==> src/rtl/alarm_ctrl.sv <==
// alarm_ctrl: alarm annunciator. Synchronizes the asynchronous alarm flag and
// acknowledge key, then runs a four-state FSM (IDLE/RING/ACKED/TIMEOUT) that
// drives a rotating LED pattern and a blinking buzzer while ringing, with a
// timeout after ALARM_TICKS prescaled ticks. All outputs are registered.
module alarm_ctrl #(
    parameter int TICK_DIV    = 5000000,
    parameter int ALARM_TICKS = 100,
    parameter int BLINK_TICKS = 5
) (
    input  logic       iCLK,
    input  logic       iRSTn,
    input  logic       iALARM,
    input  logic       iACKn,
    input  logic       iEN,
    output logic [9:0] oLED,
    output logic       oBUZZ,
    output logic       oACTIVE,
    output logic       oMISSED
);

    localparam int PW = (TICK_DIV > 1) ? $clog2(TICK_DIV) : 1;
    localparam int TW = (ALARM_TICKS > 0) ? $clog2(ALARM_TICKS + 1) : 1;
    localparam int BW = (BLINK_TICKS > 1) ? $clog2(BLINK_TICKS) : 1;

    localparam logic [1:0] ST_IDLE    = 2'd0;
    localparam logic [1:0] ST_RING    = 2'd1;
    localparam logic [1:0] ST_ACKED   = 2'd2;
    localparam logic [1:0] ST_TIMEOUT = 2'd3;

    localparam logic [9:0] LED_OFF   = 10'h000;
    localparam logic [9:0] LED_FIRST = 10'h001;
    localparam logic [9:0] LED_ALL   = 10'h3FF;

    // Synchronizer and edge-detector registers
    logic          alarm_s1_q, alarm_s2_q, alarm_prev_q, alarm_rise_q;
    logic          alarm_armed_q;
    logic [1:0]    fill_q;
    logic          ack_s1_q, ack_s2_q, ack_prev_q, ack_fall_q;

    // FSM, counters and output registers
    logic [1:0]    state_q, state_d;
    logic [PW-1:0] presc_q, presc_d;
    logic [TW-1:0] tcnt_q, tcnt_d;
    logic [BW-1:0] blink_q, blink_d;
    logic [9:0]    led_q, led_d;
    logic          buzz_q, buzz_d;
    logic          active_q, active_d;
    logic          missed_q, missed_d;

    logic          tick_s;
    logic          last_tick_s;
    logic          blink_tog_s;

    // Two-flop synchronizers plus registered edge detectors. The alarm edge is
    // only honoured once a genuine low level has been seen after reset (armed),
    // so an alarm still held high across reset cannot ring again by itself.
    always_ff @(posedge iCLK or negedge iRSTn) begin
        if (!iRSTn) begin
            alarm_s1_q    <= 1'b0;
            alarm_s2_q    <= 1'b0;
            alarm_prev_q  <= 1'b0;
            alarm_rise_q  <= 1'b0;
            alarm_armed_q <= 1'b0;
            fill_q        <= 2'b00;
            ack_s1_q      <= 1'b1;
            ack_s2_q      <= 1'b1;
            ack_prev_q    <= 1'b0;
            ack_fall_q    <= 1'b0;
        end else begin
            alarm_s1_q    <= iALARM;
            alarm_s2_q    <= alarm_s1_q;
            alarm_prev_q  <= alarm_s2_q;
            alarm_rise_q  <= alarm_s2_q & ~alarm_prev_q & alarm_armed_q;
            fill_q        <= {fill_q[0], 1'b1};
            alarm_armed_q <= alarm_armed_q | (fill_q[1] & ~alarm_s2_q);
            ack_s1_q      <= iACKn;
            ack_s2_q      <= ack_s1_q;
            ack_prev_q    <= ack_s2_q;
            ack_fall_q    <= ack_prev_q & ~ack_s2_q;
        end
    end

    assign tick_s      = (state_q == ST_RING) && (presc_q == PW'(TICK_DIV - 1));
    assign last_tick_s = tick_s && (tcnt_q == TW'(ALARM_TICKS - 1));
    assign blink_tog_s = tick_s && (blink_q == BW'(BLINK_TICKS - 1));

    // Next-state, counter and next-output logic; outputs are derived from the
    // next state so they become valid on the same edge as the state change.
    always_comb begin
        state_d = state_q;
        presc_d = presc_q;
        tcnt_d  = tcnt_q;
        blink_d = blink_q;
        led_d   = led_q;
        buzz_d  = buzz_q;
        if (!iEN) begin
            state_d = ST_IDLE;
            presc_d = '0;
            tcnt_d  = '0;
            blink_d = '0;
            led_d   = LED_OFF;
            buzz_d  = 1'b0;
        end else begin
            case (state_q)
                ST_IDLE: begin
                    presc_d = '0;
                    tcnt_d  = '0;
                    blink_d = '0;
                    if (alarm_rise_q) begin
                        state_d = ST_RING;
                        led_d   = LED_FIRST;
                        buzz_d  = 1'b1;
                    end else begin
                        led_d   = LED_OFF;
                        buzz_d  = 1'b0;
                    end
                end
                ST_RING: begin
                    if (ack_fall_q) begin
                        // Ack has priority over a simultaneous timeout tick.
                        state_d = ST_ACKED;
                        presc_d = '0;
                        tcnt_d  = '0;
                        blink_d = '0;
                        led_d   = LED_OFF;
                        buzz_d  = 1'b0;
                    end else if (alarm_rise_q) begin
                        // Retrigger: restart the ring from scratch.
                        presc_d = '0;
                        tcnt_d  = '0;
                        blink_d = '0;
                        led_d   = LED_FIRST;
                        buzz_d  = 1'b1;
                    end else if (last_tick_s) begin
                        state_d = ST_TIMEOUT;
                        presc_d = '0;
                        tcnt_d  = TW'(ALARM_TICKS);
                        blink_d = '0;
                        led_d   = LED_ALL;
                        buzz_d  = 1'b0;
                    end else if (tick_s) begin
                        presc_d = '0;
                        if (tcnt_q == TW'(ALARM_TICKS)) begin
                            tcnt_d = tcnt_q;
                        end else begin
                            tcnt_d = tcnt_q + TW'(1);
                        end
                        if (blink_tog_s) begin
                            blink_d = '0;
                            buzz_d  = ~buzz_q;
                        end else begin
                            blink_d = blink_q + BW'(1);
                            buzz_d  = buzz_q;
                        end
                        led_d = {led_q[8:0], led_q[9]};
                    end else begin
                        presc_d = presc_q + PW'(1);
                    end
                end
                ST_ACKED: begin
                    presc_d = '0;
                    tcnt_d  = '0;
                    blink_d = '0;
                    led_d   = LED_OFF;
                    buzz_d  = 1'b0;
                    if (!alarm_s2_q) begin
                        state_d = ST_IDLE;
                    end else begin
                        state_d = ST_ACKED;
                    end
                end
                ST_TIMEOUT: begin
                    presc_d = '0;
                    tcnt_d  = '0;
                    blink_d = '0;
                    buzz_d  = 1'b0;
                    if (ack_fall_q) begin
                        state_d = ST_IDLE;
                        led_d   = LED_OFF;
                    end else begin
                        state_d = ST_TIMEOUT;
                        led_d   = LED_ALL;
                    end
                end
                default: begin
                    state_d = ST_IDLE;
                    presc_d = '0;
                    tcnt_d  = '0;
                    blink_d = '0;
                    led_d   = LED_OFF;
                    buzz_d  = 1'b0;
                end
            endcase
        end
        active_d = (state_d == ST_RING);
        missed_d = (state_d == ST_TIMEOUT);
    end

    // State, counter and output registers.
    always_ff @(posedge iCLK or negedge iRSTn) begin
        if (!iRSTn) begin
            state_q  <= ST_IDLE;
            presc_q  <= '0;
            tcnt_q   <= '0;
            blink_q  <= '0;
            led_q    <= LED_OFF;
            buzz_q   <= 1'b0;
            active_q <= 1'b0;
            missed_q <= 1'b0;
        end else begin
            state_q  <= state_d;
            presc_q  <= presc_d;
            tcnt_q   <= tcnt_d;
            blink_q  <= blink_d;
            led_q    <= led_d;
            buzz_q   <= buzz_d;
            active_q <= active_d;
            missed_q <= missed_d;
        end
    end

    assign oLED    = led_q;
    assign oBUZZ   = buzz_q;
    assign oACTIVE = active_q;
    assign oMISSED = missed_q;

endmodule

==> config.mk <==
export PLATFORM = sky130hd
export DESIGN_NAME = alarm_ctrl
export DESIGN_NICKNAME = d
export VERILOG_FILES = /design/src/rtl/alarm_ctrl.sv
export SDC_FILE = /design/constraint.sdc
export NUM_CORES = 1
export LEC_CHECK = 0
export ABC_AREA = 1
export BUFFER_PORTS_ARGS = -buffer_cell sky130_fd_sc_hd__buf_2
export CORE_ASPECT_RATIO = 0.7
export CORE_MARGIN = 2
export CORE_UTILIZATION = 60
export DETAILED_ROUTE_END_ITERATION = 8
export PLACE_DENSITY = 0.83
export SLEW_MARGIN = 20
export SYNTH_ARGS = -nofsm -noshare
export SYNTH_HDL_FRONTEND = slang
export SYNTH_SLANG_ARGS = --single-unit
==> constraint.sdc <==
create_clock -name iCLK -period 2.4 [get_ports iCLK]
set_clock_uncertainty 0.1 [all_clocks]
set_input_delay 0.12 -clock iCLK [delete_from_list [all_inputs] [get_ports iCLK]]
set_output_delay 0.12 -clock iCLK [all_outputs]
set_load 0.01 [all_outputs]
Word-level counts from Yosys, hierarchy flattened:

Index checks and enable logic that the tools add are counted.

* latch bits: 0
* logic and storage cells: 94
* bits in read-only memories: 0
* memories kept: 0
* RAM bits: 0
* register bits after elaboration: 59

* bitwise logic cells: 9
* mux-type cells: 44
* divide/modulo/power cells: 0
* order comparisons: 0
* shift-type cells: 0
* equal/unequal tests: 12
* multipliers: 0
* add/subtract/negate cells: 3
* reductions and logical operators: 8

Operator list (count)
* two-way mux 23 bit: 5
* two-way mux 10 bit: 6
* case mux 23 bit (2 select lines): 1
* two-way mux 7 bit: 6
* case mux 10 bit (4 select lines): 1
* adder 23 x 1 -> 23 bit (second input constant): 1
* equality test 23 bit (second input constant): 1
* two-way mux 3 bit: 6
* != test 6 bit (second input constant): 3
* equality test 7 bit (second input constant): 2
* two-way mux 2 bit: 7
* case mux 7 bit (2 select lines): 1
* two-way mux 1 bit: 8
* case mux 2 bit (4 select lines): 1
* adder 7 x 1 -> 7 bit (second input constant): 1
* equality test 2 bit (second input constant): 3
* case mux 3 bit (2 select lines): 1
* bitwise AND 1 bit: 4
* equality test 2 x 1 -> 1 bit (second input constant): 2
* inverter 1 bit: 4
* AND reduction 2 bit: 2
* adder 3 x 1 -> 3 bit (second input constant): 1
* equality test 3 bit (second input constant): 1
* logical AND 1 bit: 3
* other kinds (5): 5

Depth between registers and ports, before layout:

Gate-level depths: netlist (run 1).

* word-level depth: 10
* depth in mapped cells: 12

Least setup slack after synthesis (run 1):

OpenSTA, ideal clock, no wires.

* path type: register to register
* from: register presc_q[0]
* to: register tcnt_q[0]
* stages on the path, launching flop included: 12
* arrival time: 1.517 ns
* setup slack: 0.657 ns
* buffers on the path: 1
* setup time: 0.126 ns
* cell sequence: dfrtp_1 ha_1 nand2_1 nor2_4 nand3_1 nor2_1 nand3_1 nand3_1 nand2_2 buf_6 nand2_1 o21ai_0

* longest elaborated chain between the ends: 8
* elaborated cells between the ends (all ways): 11

RTL lines
* from (decl): RTL line 42 `logic [PW-1:0] presc_q, presc_d;`
* from (signal assigned): RTL line 212 `presc_q <= presc_d;`
* equality test 23 bit *: RTL line 83 `assign tick_s = (state_q == ST_RING) && (presc_q == PW'(TICK_DIV - 1));`
* logical AND 1 bit *: RTL line 83
* logical AND 1 bit: RTL line 84 `assign last_tick_s = tick_s && (tcnt_q == TW'(ALARM_TICKS - 1));`
* two-way mux 7 bit: RTL line 134 `end else if (last_tick_s) begin`
* two-way mux 7 bit: RTL line 127 `end else if (alarm_rise_q) begin`
* two-way mux 7 bit: RTL line 119 `if (ack_fall_q) begin`
* case mux 7 bit (2 select lines): RTL line 104 `case (state_q)`
* two-way mux 7 bit: RTL line 96 `if (!iEN) begin`
* to (signal assigned): RTL line 213 `tcnt_q <= tcnt_d;`
* to (decl): RTL line 43 `logic [TW-1:0] tcnt_q, tcnt_d;`

Every way passes the cells marked *; elsewhere a longest branch is shown, timed or not.
A chain may end at the register's enable or synchronous reset.

Final worst setup path (run 1):

* from: input port iEN
* to: register presc_q[12]

* longest elaborated chain between the ends: 1

RTL lines
* from (decl): RTL line 14 `input logic iEN,`
* two-way mux 23 bit: RTL line 96
* net presc_d[12]: RTL line 42

The timed path passes the listed nets, and every way through them passes these cells.

==> results of run 1 <==
where the power goes:
group / internal, mW / switching (mW)
Combinational: 0.0336 / 0.0789
Clock: 0.577 / 0.390
Sequential: 1.01 / 0.0126
path summary, 6_finish.rpt:
kind,end,from,slack [ns]
worst max-delay path,presc_q[12]$_DFF_PN0_,iEN,0.27
worst min-delay path,presc_q[2]$_DFF_PN0_,iRSTn,0.23
worst max register to register,tcnt_q[6]$_DFFE_PN0P_,presc_q[0]$_DFF_PN0_,0.27
worst min register to register,alarm_s2_q$_DFF_PN0_,alarm_s1_q$_DFF_PN0_,0.25
max in group asynchronous,tcnt_q[6]$_DFFE_PN0P_,iRSTn,1.28
min in group iCLK,alarm_s2_q$_DFF_PN0_,alarm_s1_q$_DFF_PN0_,0.25
cell usage after synthesis:
| library cell | n |
|---|---|
| and3_1 | 1 |
| inv_1 | 46 |
| nor4_4 | 1 |
| nor3_2 | 1 |
| o21ai_2 | 4 |
| inv_2 | 3 |
| nand2_1 | 110 |
| clkbuf_1 | 3 |
| xor2_1 | 11 |
| o211ai_1 | 1 |
| nor2_1 | 57 |
| conb_1 | 1 |
| a21oi_1 | 11 |
| nand2_2 | 4 |
| nor3_1 | 15 |
| buf_6 | 2 |
| o21ai_0 | 10 |
| a41oi_1 | 1 |
| nor2_4 | 3 |
| nor3b_1 | 1 |
| buf_2 | 2 |
| nand4_1 | 5 |
| a221oi_2 | 1 |
| ha_1 | 5 |
| o21a_1 | 1 |
| dfrtp_1 | 57 |
| nor3_4 | 1 |
| nand3_2 | 1 |
| dfstp_2 | 2 |
| xnor2_1 | 3 |
| nand3_1 | 36 |
metal layers:
metal | wire, um | up-vias | global-route usage
li1 | - | 1320 | -
met1 | 3431 | 1232 | 0.4094
met2 | 3128 | 136 | 0.4088
met3 | 687 | 20 | 0.1014
met4 | 143 | 0 | 0.1038
met5 | 0 | - | 0
area by class of cell:
type / count / area [um2] / share of cell area
Multi-Input combinational cell: 285 / 1411 / 0.4006
Timing Repair Buffer: 25 / 155.1 / 0.04403
Clock inverter: 6 / 80.08 / 0.02273
Sequential cell: 59 / 1479 / 0.4197
Clock buffer: 10 / 127.6 / 0.03622
Inverter: 49 / 183.9 / 0.05220
Tap cell: 69 / 86.33 / 0.02450
stage by stage:
stage | hold WS (ns) | worst slack, ns
after floorplan | -0.2756 | 0.6568
after global placement | 0.07189 | 0.3812
after detailed placement | 0.08459 | 0.3079
after CTS | 0.2525 | 0.2794
after global routing | 0.2607 | 0.05170
final | 0.2305 | 0.2662
cells by family after synthesis:
family / Yosys count / synth area share
fa+ha+maj: 5 / 0.02006
xor+xnor: 14 / 0.03933
other cells: 1 / 0.001203
simple gates: 236 / 0.3347
compound gates: 29 / 0.05738
buf+inv: 56 / 0.07303
flops: 59 / 0.4743
registers in the layout, indices dropped and copies added, names as in the netlist, 2 cells and up:
register / count
presc_q: 23
state_q: 2
fill_q: 2
blink_q: 3
tcnt_q: 7
oLED: 10
worst max-delay path, stage by stage:
cell and delay, ns:
dlygate4sd3_1 0.52, buf_2 0.12, inv_1 0.13, nor4_4 0.52, nand2_2 0.32, buf_4 0.28, a221oi_2 0.25
==> qor.yml, run 1 <==
synth:
  ys_seq_area_frac: 0.4743
  ys_warn_count: 0
  syn-num-nets: 410
  ys_ff_latch: 59
  avgSynthCellArea_um2: 7.795
  synthTopCellsByArea: "dfrtp_1 (46%), nand2_1 (13%), nor2_1 (6.9%)"
  syn_area_um2: 3118
  ys_types: 31
  synth_top_cell_by_area: "dfrtp_1"
  synth_top_area_share: 0.4575
  syn_inst: 400
critical_path:
  worstPathRequired_ns: 2.53
  end_kind: "flip-flop"
  crit_path_start_kind: "input port"
  r2r_cells: 10
  critPathKind: "input port to flip-flop"
  critPathMaxFanout: 12
  crit_arrival_ns: 2.26
detailed_routing:
  ant_nets: 0
  drt-vias-per-instance: 5.384
  drt-wirelength-per-cell_um: 14.69
  dr_total_vias: 2708
  firstDrtPassIters: 6
  drc_errors: 0
  totalWireLength_um: 7391
  drtIter0Drc: 371
flow_run:
  cap_violations: 0
grt:
  grt_start_max_net_pins: 30
  grt_remaining_overflow: 0
  grt_pass1_vias: 2596
  grt.total_usage: 0.2881
  antenna_found_initial: 0
  grt_pass1_wl_um: 12830
final_layout:
  nFillCells: 399
  fin_util: 0.7209
  n_antenna_cell: 0
  layout_common_cells: "nand2_1 (110), nor2_1 (57), dfrtp_1 (57)"
  drive_gt1_frac: 0.1313
  final_area_um2: 3523
  layout.nets: 439
  final_cells: 503
  area_growth_pct: 13.00
  final_common_cell: "nand2_1"
placed_design:
  portBuffers: 17
  place_congestion: 0.9983
  placed_cell_area_um2: 3276
  dpl.cell_count: 483
  hpwl_um: 5139
sta:
  setup_violations: 0
  final-hold-violation-count: 0
  report.final.slew_viol_count: 0
  clock.fmax_ghz: 0.4687
  worst_slew_margin_rel: 0.5711
  period_share: 0.8891
  fin_setup_tns_ns: 0
  rsz0062_at_grt: "false"
  worst_pin_slew_ns: 0.6433
  fin_crit_ns: 2.134
cts:
  root_buffer: "clkbuf_8"
  clock_latency_ns: 0.35
  hold_buffers: 4
  cts.sinks: 59
  cts_setup_buffers: 0
  clk_pin_slew_ns: 0.07
  ctsResizeCount: 0
  cts_made_buffers: 9
  cts.htree.levels: 3
  clk_path_buf_depth: 2
  cts_tree: "done"
outcome:
  status: "finished, final reports clean"
die:
  die-area_um2: 5799
  die_y_um: 64.32
  core_area_um2: 4887
  rows: 21
  io_pins: 18
  die_w_um: 90.16
  initial_core_util: 0.6380
pwr:
  leakagePower_nw: 1.706
  p_total_mw: 2.106
  powerDensity_nw_per_um2: 597.6
  vdd_drop_max_v: 0.0004132
worst_hold_path:
  hold_class: "input port to async pin"
(Power assumes the default switching activity.)
==> run 2: changes to the inputs <==
Settings changed: CTS_BUF_LIST set to sky130_fd_sc_hd__clkbuf_8.
==> qor.yml, run 2 (synthesis results as in run 1) <==
critical_path:
  ff2ff_setup_slack_ns: 0.27  # about the same
  critPathMaxFanout: 12  # unchanged
  end_kind: "flip-flop"
  r2r_cells: 10  # unchanged
  cp_top_family: "buffers and inverters"
  endpoint: "presc_q[12]$_DFF_PN0_"
  crit_path_start_kind: "input port"
  critPathMaxStageDelay_ns: 0.52  # about the same
  critPathKind: "input port to flip-flop"
  cp.depth: 7  # unchanged
  crit_path_start: "iEN"
  worstPathRequired_ns: 2.53  # about the same
  r2r-end: "tcnt_q[6]$_DFFE_PN0P_"
  worst_path_max_delay_cell: "dlygate4sd3_1"
  reg2reg_from: "presc_q[0]$_DFF_PN0_"
  crit_arrival_ns: 2.26  # about the same
  critPathBufInv: 4  # unchanged
  path_cells: "dlygate4sd3_1, buf_2, inv_1, nor4_4, nand2_2, buf_4, a221oi_2"
grt:
  grt_start_max_net_pins: 30  # unchanged
  grt_remaining_overflow: 0  # unchanged
  grt.total_usage: 0.2881  # unchanged
  grt_pass1_vias: 2596  # unchanged
  grt_pass1_wl_um: 12830  # unchanged
  antenna_found_initial: 0  # unchanged
die:
  die-area_um2: 5799  # unchanged
  initial_core_util: 0.6380  # unchanged
  io_pins: 18  # unchanged
  die_y_um: 64.32  # unchanged
  rows: 21  # unchanged
  die_w_um: 90.16  # unchanged
  core_area_um2: 4887  # unchanged
sta:
  final-hold-violation-count: 0  # unchanged
  worst_pin_slew_ns: 0.6413  # -0.002015 ns
  fin_crit_ns: 2.134  # -0.00002400 ns
  clock.fmax_ghz: 0.4687  # about the same
  rsz0062_at_grt: "false"
  period_share: 0.8891  # about the same
  report.final.slew_viol_count: 0  # unchanged
  worst_slew_margin_rel: 0.5725  # +0.001343
  fin_setup_tns_ns: 0  # unchanged
  setup_violations: 0  # unchanged
cts:
  clock_latency_ns: 0.35  # about the same
  clk_path_buf_depth: 2  # unchanged
  clk_pin_slew_ns: 0.07  # about the same
  cts.sinks: 59  # unchanged
  ctsResizeCount: 0  # unchanged
  cts_tree: "done"
  cts.htree.levels: 3  # unchanged
  cts_made_buffers: 9  # unchanged
  hold_buffers: 4  # unchanged
  root_buffer: "clkbuf_8"
  cts_setup_buffers: 0  # unchanged
pwr:
  p_seq_frac: 0.489  # +0.002
  power_switching_share: 0.2287  # about the same
  pwr-share-clk: 0.458  # about the same
  p_total_mw: 2.100  # -0.29%
  p_sw_mw: 0.4802  # -0.37%
  p_comb_frac: 0.054  # about the same
  leakagePower_nw: 1.710  # +0.24%
  cellInternalPower_mw: 1.619  # -0.26%
  vdd_drop_max_v: 0.0004132  # about the same
  powerDensity_nw_per_um2: 595.9  # -0.29%
final_layout:
  largest_register_ffs: 23  # unchanged
  top_register: "presc_q"
  fin_util: 0.7209  # unchanged
  layout.nets: 439  # unchanged
  final_cells: 503  # unchanged
  layout_common_cells: "nand2_1 (110), nor2_1 (57), dfrtp_1 (57)"
  final_common_cell: "nand2_1"
  n_antenna_cell: 0  # unchanged
  drive_gt1_frac: 0.1313  # unchanged
  area_growth_pct: 13.00  # unchanged
detailed_routing:
  ant_nets: 0  # unchanged
  totalWireLength_um: 7381  # -0.14%
  dr_total_vias: 2705  # -0.11%
  drtIter0Drc: 373  # +0.54%
  drt-vias-per-instance: 5.378  # -0.11%
  drt-wirelength-per-cell_um: 14.67  # -0.14%
  drc_errors: 0  # unchanged
  firstDrtPassIters: 6  # unchanged
placed_design:
  place_congestion: 0.9983  # unchanged
  dpl.cell_count: 483  # unchanged
  portBuffers: 17  # unchanged
  hpwl_um: 5139  # unchanged
worst_hold_path:
  hold_class: "input port to async pin"
flow_run:
  cap_violations: 0  # unchanged
outcome:
  status: "finished, final reports clean"
==> run 2: cell types whose count changed in the layout (fill, tap and decap cells not counted) <==
cell,previous run,this run
clkbuf_1,1,0
inv_1,46,47
==> run 2: worst min-delay path by stage <==
stage	cells after the start	endpoint	startpoint	slack, ns
floorplan	0	ack_fall_q$_DFF_PN0_	iRSTn	-0.28
global placement	1	alarm_s1_q$_DFF_PN0_	iRSTn	0.07
detailed placement	1	presc_q[19]$_DFF_PN0_	iRSTn	0.08
CTS	2	presc_q[2]$_DFF_PN0_	iRSTn	0.25
global route	0	ack_s2_q$_DFF_PN1_	ack_s1_q$_DFF_PN1_	0.26
finish	2	presc_q[2]$_DFF_PN0_	iRSTn	0.23
==> run 2: metrics by stage <==
| stage | hold WS, ns | setup WS, ns | cell area [um2] |
|---|---|---|---|
| floorplan | -0.2756 | 0.6568 | 3118 |
| global placement | 0.07189 | 0.3812 | 3276 |
| detailed placement | 0.08459 | 0.3079 | 3276 |
| CTS | 0.2521 | 0.2793 | 3523 |
| global route | 0.2607 | 0.05115 | 3523 |
| finish | 0.2318 | 0.2662 | 3523 |
==> run 2: area by class of cell <==
class	count	area, um2
timing repair buffer	25	155.1
sequential	59	1479
inverter	49	183.9
clock inverter	7	83.83
clock buffer	9	123.9
tap	69	86.33
multi-input combinational	285	1411
fill	399	1364
==> run 2: power groups by stage <==
stage / Sequential [mW] / Combinational, mW / Clock, mW
after global routing: 1.03 / 0.129 / 1.02
final: 1.03 / 0.112 / 0.961
after global placement: 1.04 / 0.104 / 0
after detailed placement: 1.04 / 0.107 / 0
after floorplan: 1.04 / 0.0593 / 0
after CTS: 1.03 / 0.113 / 0.975
==> run 2: routing by layer <==
metal / part of all wire / vias up / global-route usage
met5: 0 / - / 0
met4: 0.019 / 0 / 0.1038
met3: 0.093 / 20 / 0.1014
met2: 0.42 / 136 / 0.4088
met1: 0.46 / 1229 / 0.4094
li1: - / 1320 / -
